`src/rtl/uart_receiver.sv`:
```
// uart_receiver
// Receive half of the UART. Deserialises 11-bit frames into a parallel byte:
// 1 start bit, 8 data bits LSB-first, 1 parity bit, 1 stop bit.
// Bit timing comes from an external oversampling tick. The receiver has no
// baud divider of its own.
//
// Ports
//   clk           system clock
//   reset         asynchronous, active-low reset
//   sample_ENABLE oversampling tick, one clk wide, OVERSAMPLE ticks per bit
//   Rx_EN         receiver enable; low aborts to IDLE and clears the strobes
//   RxD           asynchronous serial line, idle high
//   Rx_DATA       last correctly received byte
//   Rx_VALID      one-clk strobe: Rx_DATA was just loaded with a good frame
//   Rx_PERROR     parity error of the last frame (held until the next start)
//   Rx_FERROR     framing error of the last frame (stop bit sampled low)
//
// state  | meaning
// -------+-------------------------------------------------------------
// IDLE   | line idle, waiting for a tick that sees rxd_s low
// START  | counting to mid start bit, re-checking it to reject glitches
// DATA   | sampling 8 data bits at mid-bit, shifting LSB-first
// PARITY | sampling the parity bit
// STOP   | sampling the stop bit; returns to IDLE on that same tick

module uart_receiver #(
  parameter int OVERSAMPLE = 16,
  parameter bit PARITY_ODD = 1'b0
) (
  input  logic       clk,
  input  logic       reset,
  input  logic       sample_ENABLE,
  input  logic       Rx_EN,
  input  logic       RxD,
  output logic [7:0] Rx_DATA,
  output logic       Rx_VALID,
  output logic       Rx_PERROR,
  output logic       Rx_FERROR
);

  localparam int TW = $clog2(OVERSAMPLE);
  localparam logic [TW-1:0] TICK_MID  = TW'(OVERSAMPLE / 2 - 1);
  localparam logic [TW-1:0] TICK_LAST = TW'(OVERSAMPLE - 1);
  localparam logic [TW-1:0] TICK_ONE  = TW'(1);

  typedef enum logic [2:0] {
    IDLE,
    START,
    DATA,
    PARITY,
    STOP
  } state_t;

  state_t        state, state_nxt;
  logic          rxd_m, rxd_s;
  logic [TW-1:0] tick_cnt, tick_nxt;
  logic [2:0]    bit_cnt, bit_nxt;
  logic [7:0]    shift_q, shift_nxt;
  logic          par_q, par_nxt;
  logic          stop_q, stop_nxt;
  logic          done_q, done_nxt;
  logic          start_det;
  logic          par_err;

  // Two-flop synchroniser. It resets to the idle level so that leaving
  // reset cannot look like a start bit.
  always_ff @(posedge clk or negedge reset) begin
    if (!reset) begin
      rxd_m <= 1'b1;
      rxd_s <= 1'b1;
    end else begin
      rxd_m <= RxD;
      rxd_s <= rxd_m;
    end
  end

  always_ff @(posedge clk or negedge reset) begin
    if (!reset) begin
      state    <= IDLE;
      tick_cnt <= '0;
      bit_cnt  <= '0;
      shift_q  <= '0;
      par_q    <= 1'b0;
      stop_q   <= 1'b0;
      done_q   <= 1'b0;
    end else begin
      state    <= state_nxt;
      tick_cnt <= tick_nxt;
      bit_cnt  <= bit_nxt;
      shift_q  <= shift_nxt;
      par_q    <= par_nxt;
      stop_q   <= stop_nxt;
      done_q   <= done_nxt;
    end
  end

  always_comb begin
    state_nxt = state;
    tick_nxt  = tick_cnt;
    bit_nxt   = bit_cnt;
    shift_nxt = shift_q;
    par_nxt   = par_q;
    stop_nxt  = stop_q;
    done_nxt  = 1'b0;
    start_det = 1'b0;

    // The enable is checked before the tick, so a tick that lands on the
    // same edge as an abort is dropped.
    if (!Rx_EN) begin
      state_nxt = IDLE;
      tick_nxt  = '0;
      bit_nxt   = '0;
      shift_nxt = '0;
    end else if (sample_ENABLE) begin
      case (state)
        IDLE: begin
          if (!rxd_s) begin
            state_nxt = START;
            tick_nxt  = '0;
            start_det = 1'b1;
          end
        end
        START: begin
          if (tick_cnt == TICK_MID) begin
            tick_nxt  = '0;
            bit_nxt   = '0;
            state_nxt = rxd_s ? IDLE : DATA;
          end else begin
            tick_nxt = tick_cnt + TICK_ONE;
          end
        end
        DATA: begin
          if (tick_cnt == TICK_LAST) begin
            tick_nxt  = '0;
            shift_nxt = {rxd_s, shift_q[7:1]};
            bit_nxt   = bit_cnt + 3'd1;
            if (bit_cnt == 3'd7) state_nxt = PARITY;
          end else begin
            tick_nxt = tick_cnt + TICK_ONE;
          end
        end
        PARITY: begin
          if (tick_cnt == TICK_LAST) begin
            tick_nxt  = '0;
            par_nxt   = rxd_s;
            state_nxt = STOP;
          end else begin
            tick_nxt = tick_cnt + TICK_ONE;
          end
        end
        STOP: begin
          // Going back to IDLE at mid stop bit lets a following start bit
          // be detected without waiting out the rest of the stop bit.
          if (tick_cnt == TICK_LAST) begin
            tick_nxt  = '0;
            stop_nxt  = rxd_s;
            done_nxt  = 1'b1;
            state_nxt = IDLE;
          end else begin
            tick_nxt = tick_cnt + TICK_ONE;
          end
        end
        default: state_nxt = IDLE;
      endcase
    end
  end

  assign par_err = (^shift_q) ^ par_q ^ PARITY_ODD;

  // The frame result is registered one clk after the stop-bit tick. If the
  // frame result and a start detection fall on the same edge, the result
  // wins, so the flags always reflect a frame that has finished.
  always_ff @(posedge clk or negedge reset) begin
    if (!reset) begin
      Rx_DATA   <= 8'h00;
      Rx_VALID  <= 1'b0;
      Rx_PERROR <= 1'b0;
      Rx_FERROR <= 1'b0;
    end else if (!Rx_EN) begin
      Rx_VALID  <= 1'b0;
      Rx_PERROR <= 1'b0;
      Rx_FERROR <= 1'b0;
    end else begin
      Rx_VALID <= 1'b0;
      if (done_q) begin
        Rx_PERROR <= par_err;
        Rx_FERROR <= ~stop_q;
        if (!par_err && stop_q) begin
          Rx_DATA  <= shift_q;
          Rx_VALID <= 1'b1;
        end
      end else if (start_det) begin
        Rx_PERROR <= 1'b0;
        Rx_FERROR <= 1'b0;
      end
    end
  end

endmodule

```
`config.mk`:
```
export PLATFORM = sky130hd
export DESIGN_NAME = uart_receiver
export DESIGN_NICKNAME = d
export VERILOG_FILES = /design/src/rtl/uart_receiver.sv
export SDC_FILE = /design/constraint.sdc
export NUM_CORES = 1
export LEC_CHECK = 0
export ABC_AREA = 1
export CORE_UTILIZATION = 59
export CTS_BUF_LIST = sky130_fd_sc_hd__clkbuf_4
export CTS_CLUSTER_DIAMETER = 30
export DETAILED_ROUTE_END_ITERATION = 6
export PLACE_DENSITY = 0.87
export SLEW_MARGIN = 25
export SYNTH_ARGS = -nofsm -noshare
export SYNTH_HDL_FRONTEND = slang
export SYNTH_SLANG_ARGS = --single-unit
```
`constraint.sdc`:
```
create_clock -name clk -period 1.8 [get_ports clk]
set_clock_uncertainty 0.1 [all_clocks]
set_input_delay 0.36 -clock clk [delete_from_list [all_inputs] [get_ports clk]]
set_output_delay 0.36 -clock clk [all_outputs]
set_load 0.02 [all_outputs]
```
==> impl_metrics.tcl, run 1 <==
set metrics [dict create \
    status "finished clean" \
    grt_pass1_wl_um 6030 \
    power_density_nw_per_um2 803 \
    drtPass1Iterations 4 \
    cp_max_fo 1 \
    yosys_warnings 0 \
    initial_core_util_pct 62.5 \
    design_area_um2 2080 \
    grt_usage_pct 25.2 \
    area_delta_synth_final_pct 20.7 \
    clkSinkCount 34 \
    place_congestion 0.898 \
    syn_nets 227 \
    wl_per_cell_um 12.1 \
    start_kind "flop" \
    crit_slowest_cell "clkdlybuf4s50_1" \
    syn_avg_cell_area_um2 7.87 \
    cp.buffers_inverters 1 \
    die_y_um 56.0 \
    clk_pin_slew_worst_paths_ns 0.10 \
    yosysMostFrequentCell "nand2_1" \
    period_share_pct 96.4 \
    cp.arrival_ns 1.28 \
    drc 0 \
    synthCells 219 \
    synthDominantCellAreaShare_pct 46.5 \
    grt_antenna_before_repair 0 \
    max_freq_mhz 576 \
    synth_flop_cell "dfrtp_1" \
    synth_seq_cells 34 \
    antenna_left 0 \
    die_area_um2 3140 \
    slew_headroom_pct 72.6 \
    finalPower_mw 1.67 \
    yosysSeqAreaShare_pct 49.5 \
    avgViaCountPerCell 5.43 \
    timing.hold.ws_ns 0.260 \
    tightest_slew_ns 0.411 \
    layout_min_cycle_time_ns 1.74 \
    fp-row-count 19 \
    grt_pass1_vias 1461 \
    dp_hpwl_um 2520 \
    core_um2 2760 \
    final.setup.tns_ns 0 \
    total_leakage_power_nw 1.25 \
    cts_made_buffers 5 \
    placement.io_buffers 15 \
    rsz0062_at_grt "false" \
    grt_max_degree 35 \
    post_dp_cell_area_um2 1980 \
    async_flop_share_pct 100 \
    ys_types 25 \
    cts-root-buf "clkbuf_4" \
    ioPinCount 16 \
    num_vias 1543 \
    hold_violations 0 \
    synth_edf_count 0 \
    layout-drive-gt1-share_pct 13.4 \
    cp_top_family "buffers and inverters" \
    min-delay-start "rxd_m" \
    path_cells "clkdlybuf4s50_1" \
    crit_type "flop to output port" \
    cts_tree "yes" \
    cap_violations 0 \
    min_path_type "flop to flop" \
    synth_area_um2 1720 \
    r2r-start "tick_cnt[1]" \
    clkLatencyLatePin_ns 0.35 \
    setup.worst_path.start "Rx_VALID" \
    cp_slowest_stage_delay_ns 0.59 \
    setup_viol 0 \
    synthTopCellsByCount "nand2_1 (77), dfrtp_1 (32), inv_1 (26)" \
    post-route-util_pct 75.4 \
    synthTopCellsByArea "dfrtp_1 (46%), nand2_1 (17%), nand3_1 (7.3%), inv_1 (5.7%), o21ai_0 (4.6%)" \
    layout.nets 260 \
    ir_worst_vdd_uv 737 \
    htreeDepth 2 \
    wirelength_um 3450 \
    finalMaxSlewViolations 0 \
    grt_overflow 0 \
    yosys.area.top_type "dfrtp_1" \
    required_ns 1.34 \
    diodes 0 \
    drt_iter0_drc 66 \
    clock_path_buffers 2 \
    dieWidth_um 56.0 \
    critPathCaptureType "output port" \
]
flip-flops by register name, indices dropped and copies added (netlist names):
register and flops:
par_q 1, Rx_FERROR 1, shift_q 8, stop_q 1, rxd_m 1, done_q 1, bit_cnt 3, tick_cnt 4
state 3, Rx_DATA 8, Rx_VALID 1, Rx_PERROR 1, rxd_s 1
routing by layer:
layer  vias up  share of wire, %  track usage [%]
met4         0               2.4             13.9
met5         -                 0                0
met1       713                43             30.2
met2        53                49             40.8
met3        12               5.8             7.21
li1        765                 -                -
power breakdown:
group | leakage, nW | internal [mW] | switching, mW | total, mW
Combinational | 0.754 | 0.153 | 0.268 | 0.421
Clock | 0.0286 | 0.145 | 0.257 | 0.402
Sequential | 0.466 | 0.805 | 0.0411 | 0.846
cells in the final DEF (no fill, tap or decap), drive strengths merged:
cell,count
xor2,1
o22ai,3
inv,27
clkinvlp,1
dfstp,2
a31oi,1
ha,3
clkdlybuf4s50,5
dlygate4sd2,1
nor3,3
nand3,26
nor2,14
dfrtp,32
nand2,80
o21ai,16
a21oi,1
nand4,4
buf,12
dlymetal6s2s,9
clkbuf,5
xnor2,2
clkinv,3
o21a,1
o21bai,1
layout make-up:
cell class / count / area [µm²]
Timing Repair Buffer: 27 / 262
Inverter: 28 / 105
Clock buffer: 5 / 37.5
Fill cell: 211 / 678
Tap cell: 31 / 38.8
Multi-Input combinational cell: 156 / 767
Sequential cell: 34 / 853
Clock inverter: 3 / 16.3
worst paths after layout:
kind / end / slack (ns) / cells after the start
max: Rx_VALID / 0.06 / 1
min: rxd_s / 0.26 / 0
max reg2reg: bit_cnt[2] / 0.14 / 10
min reg2reg: rxd_s / 0.26 / 0
max in group asynchronous: rxd_s / 0.94 / 2
min in group asynchronous: Rx_VALID / 0.31 / 2
logic make-up after synthesis:
logic type	after synthesis	share of synthesized area (%)
compound gates	23	7.26
xor+xnor	3	1.53
fa+ha+maj	3	2.18
simple gates	127	33.0
buf+inv	29	6.54
flops	34	49.5
per-stage QoR:
step / setup WS (ns) / instances
after floorplan: 0.358 / 219
after global placement: -0.0549 / 274
after detailed placement: -0.120 / 274
after CTS: 0.00302 / 282
after global routing: 0.00737 / 284
final: 0.0644 / 284
timing repair:
item	CTS	global route
pin swaps	0	3
hold buffers	0	0
endpoints found under the setup margin	1	12
resized for setup	1	13
endpoints found under the hold margin	0	0
setup buffers	0	2
No activity file was read; power rests on OpenSTA's default activity.
==> run 2, diff against run 1 <==
--- a/config.mk
+++ b/config.mk
@@ -6,6 +6,7 @@
 export NUM_CORES = 1
 export LEC_CHECK = 0
 export ABC_AREA = 1
+export CORE_MARGIN = 1.5
 export CORE_UTILIZATION = 59
 export CTS_BUF_LIST = sky130_fd_sc_hd__clkbuf_4
 export CTS_CLUSTER_DIAMETER = 30
==> constraint.sdc (replaced) <==
create_clock -name clk -period 1.6 [get_ports clk]
set_clock_uncertainty 0.1 [all_clocks]
set_input_delay 0.32 -clock clk [delete_from_list [all_inputs] [get_ports clk]]
set_output_delay 0.32 -clock clk [all_outputs]
set_load 0.02 [all_outputs]
==> run 2 against run 1 <==
- cell count is 4.9% higher
- the run now ends with setup timing left
- non-clock buffer count up 15
- first-iteration DRC count increased by 42%
- routed wire length increased by 21%
- core utilization grew 6.2 points
- power grew 21%
- critical path depth grew 7
- global-route usage shrank 1.2 points
- sequential power up 13%
- sequential cell count unchanged
==> impl_metrics.tcl, run 2 (synthesis gave the netlist of run 1 again) <==
set metrics [dict create \
    clk_pin_slew_worst_paths_ns 0.11 \
    post_dp_cell_area_um2 2010 \
    total_leakage_power_nw 1.23 \
    clock_path_buffers 2 \
    placement.io_buffers 15 \
    rsz0062_at_grt "true" \
    core_um2 2760 \
    fp-row-count 19 \
    cp_top_family "simple AND/OR/NAND/NOR gates" \
    num_vias 1672 \
    cp.depth 8 \
    hold_violations 0 \
    layout_commonest_cell "nand2_1" \
    clkSinkCount 34 \
    ioPinCount 16 \
    cap_violations 0 \
    multiInputGateArea_um2 841 \
    fill_cells 164 \
    start_kind "flop" \
    cp_max_fo 5 \
    antenna_left 0 \
    finalNonFillerCells 298 \
    period_share_pct 100 \
    path_cells "ha_4 > nand3_2 > nand2_2 > o21bai_1 > nand2_1 > nor2_4 > nand3_1 > o21ai_0" \
    dieWidth_um 57.0 \
    fin_ws_ns -0.00210 \
    dp_hpwl_um 2520 \
    cp.arrival_ns 1.76 \
    dpl.cell_count 276 \
    grt_antenna_before_repair 0 \
    cp.buffers_inverters 0 \
    grt_pass1_wl_um 6000 \
    setup_viol 1 \
    die_y_um 57.0 \
    clkLatencyLatePin_ns 0.35 \
    cts_made_buffers 5 \
    r2r-start "tick_cnt[0]" \
    htreeDepth 2 \
    initial_core_util_pct 62.5 \
    cts_tree "yes" \
    top_regs "Rx_DATA (8), shift_q (8), tick_cnt (4)" \
    grt_usage_pct 24.0 \
    worstReg2RegEnd "state[1]" \
    design_area_um2 2250 \
    timing.hold.ws_ns 0.240 \
    wirelength_um 4170 \
    finalMaxSlewViolations 0 \
    critPathCaptureType "flop" \
    r2r_setup_slack_ns -0.002 \
    required_ns 1.76 \
    slew_headroom_pct 79.2 \
    crit_type "flop to flop" \
    drc 0 \
    drtPass1Iterations 5 \
    reg2regPathDepth 8 \
    wl_per_cell_um 14.0 \
    status "finished, violations left" \
    avgViaCountPerCell 5.61 \
    tightest_slew_ns 0.311 \
    power_density_nw_per_um2 900 \
    crit_slowest_cell "dfrtp_1" \
    area_delta_synth_final_pct 30.6 \
    place_congestion 0.880 \
    cp_slowest_stage_delay_ns 0.40 \
    holdBufCountCts 0 \
    min_path_type "primary input to asynchronous set/reset pin" \
    grt_pass1_vias 1455 \
    max_freq_mhz 624 \
    drt_iter0_drc 94 \
    die_area_um2 3250 \
    ff_latch_area_um2 861 \
    grt_max_degree 35 \
    cts-root-buf "clkbuf_4" \
    final_cell_mix "nand2_1 (70), dfrtp_1 (26), buf_4 (25)" \
    layout-drive-gt1-share_pct 26.6 \
    layout.nets 275 \
    grt_overflow 0 \
    diodes 0 \
    violations "setup timing" \
    layout_min_cycle_time_ns 1.60 \
    ir_worst_vdd_uv 923 \
]
## run 2: cell count changes in the layout (fill, tap and decap cells not counted), sizes merged
cell,delta
clkinvlp,-1
buf,+15
clkdlybuf4s50,-2
dlymetal6s2s,-8
dlygate4sd2,+10
## run 2: report_power, final
part           leakage [nW]  internal [mW]  switching (mW)
logic                 0.748          0.262           0.357
clock network        0.0308          0.158           0.293
registers             0.456          0.908          0.0482
## run 2: area by class of cell
type	instances	share of cell area (%)
clock inverter	2	0.445
timing repair buffer	42	15.9
inverter	28	4.67
clock buffer	5	1.67
tap	31	1.72
sequential	34	38.2
multi-input combinational	156	37.4
## run 2: how the worst max path moves through the flow
stage                       endpoint         from
after floorplan           bit_cnt[2]  tick_cnt[0]
after global placement    shift_q[1]        Rx_EN
after detailed placement  shift_q[0]        Rx_EN
after CTS                 Rx_DATA[1]   shift_q[2]
after global routing      Rx_DATA[1]   shift_q[0]
final                       state[1]  tick_cnt[0]
## run 2: repair_timing
action,in CTS,in global routing
resized for setup,17,34
buffers inserted,2,13
setup endpoints to repair,16,24
pin swaps,1,8
cloned,0,0
## run 2: metal layers
layer / wire length, µm / vias to the layer above / GRT usage (%)
met5: 0 / - / 0
met4: 106 / 0 / 9.97
met3: 220 / 18 / 7.26
met2: 2180 / 65 / 42.4
met1: 1650 / 794 / 26.8
li1: - / 795 / -
## run 2: metrics by stage
step	setup WS, ns	power (mW)	utilization (%)	TNS [ns]
after CTS	0.00574	1.89	75.2	0
after floorplan	0.158	1.27	-	0
after global routing	-0.101	2.11	81.6	-0.936
final	-0.00210	2.03	81.6	-0.00210
after detailed placement	-0.257	1.43	72.8	-4.95
after global placement	-0.182	1.42	72.8	-3.73
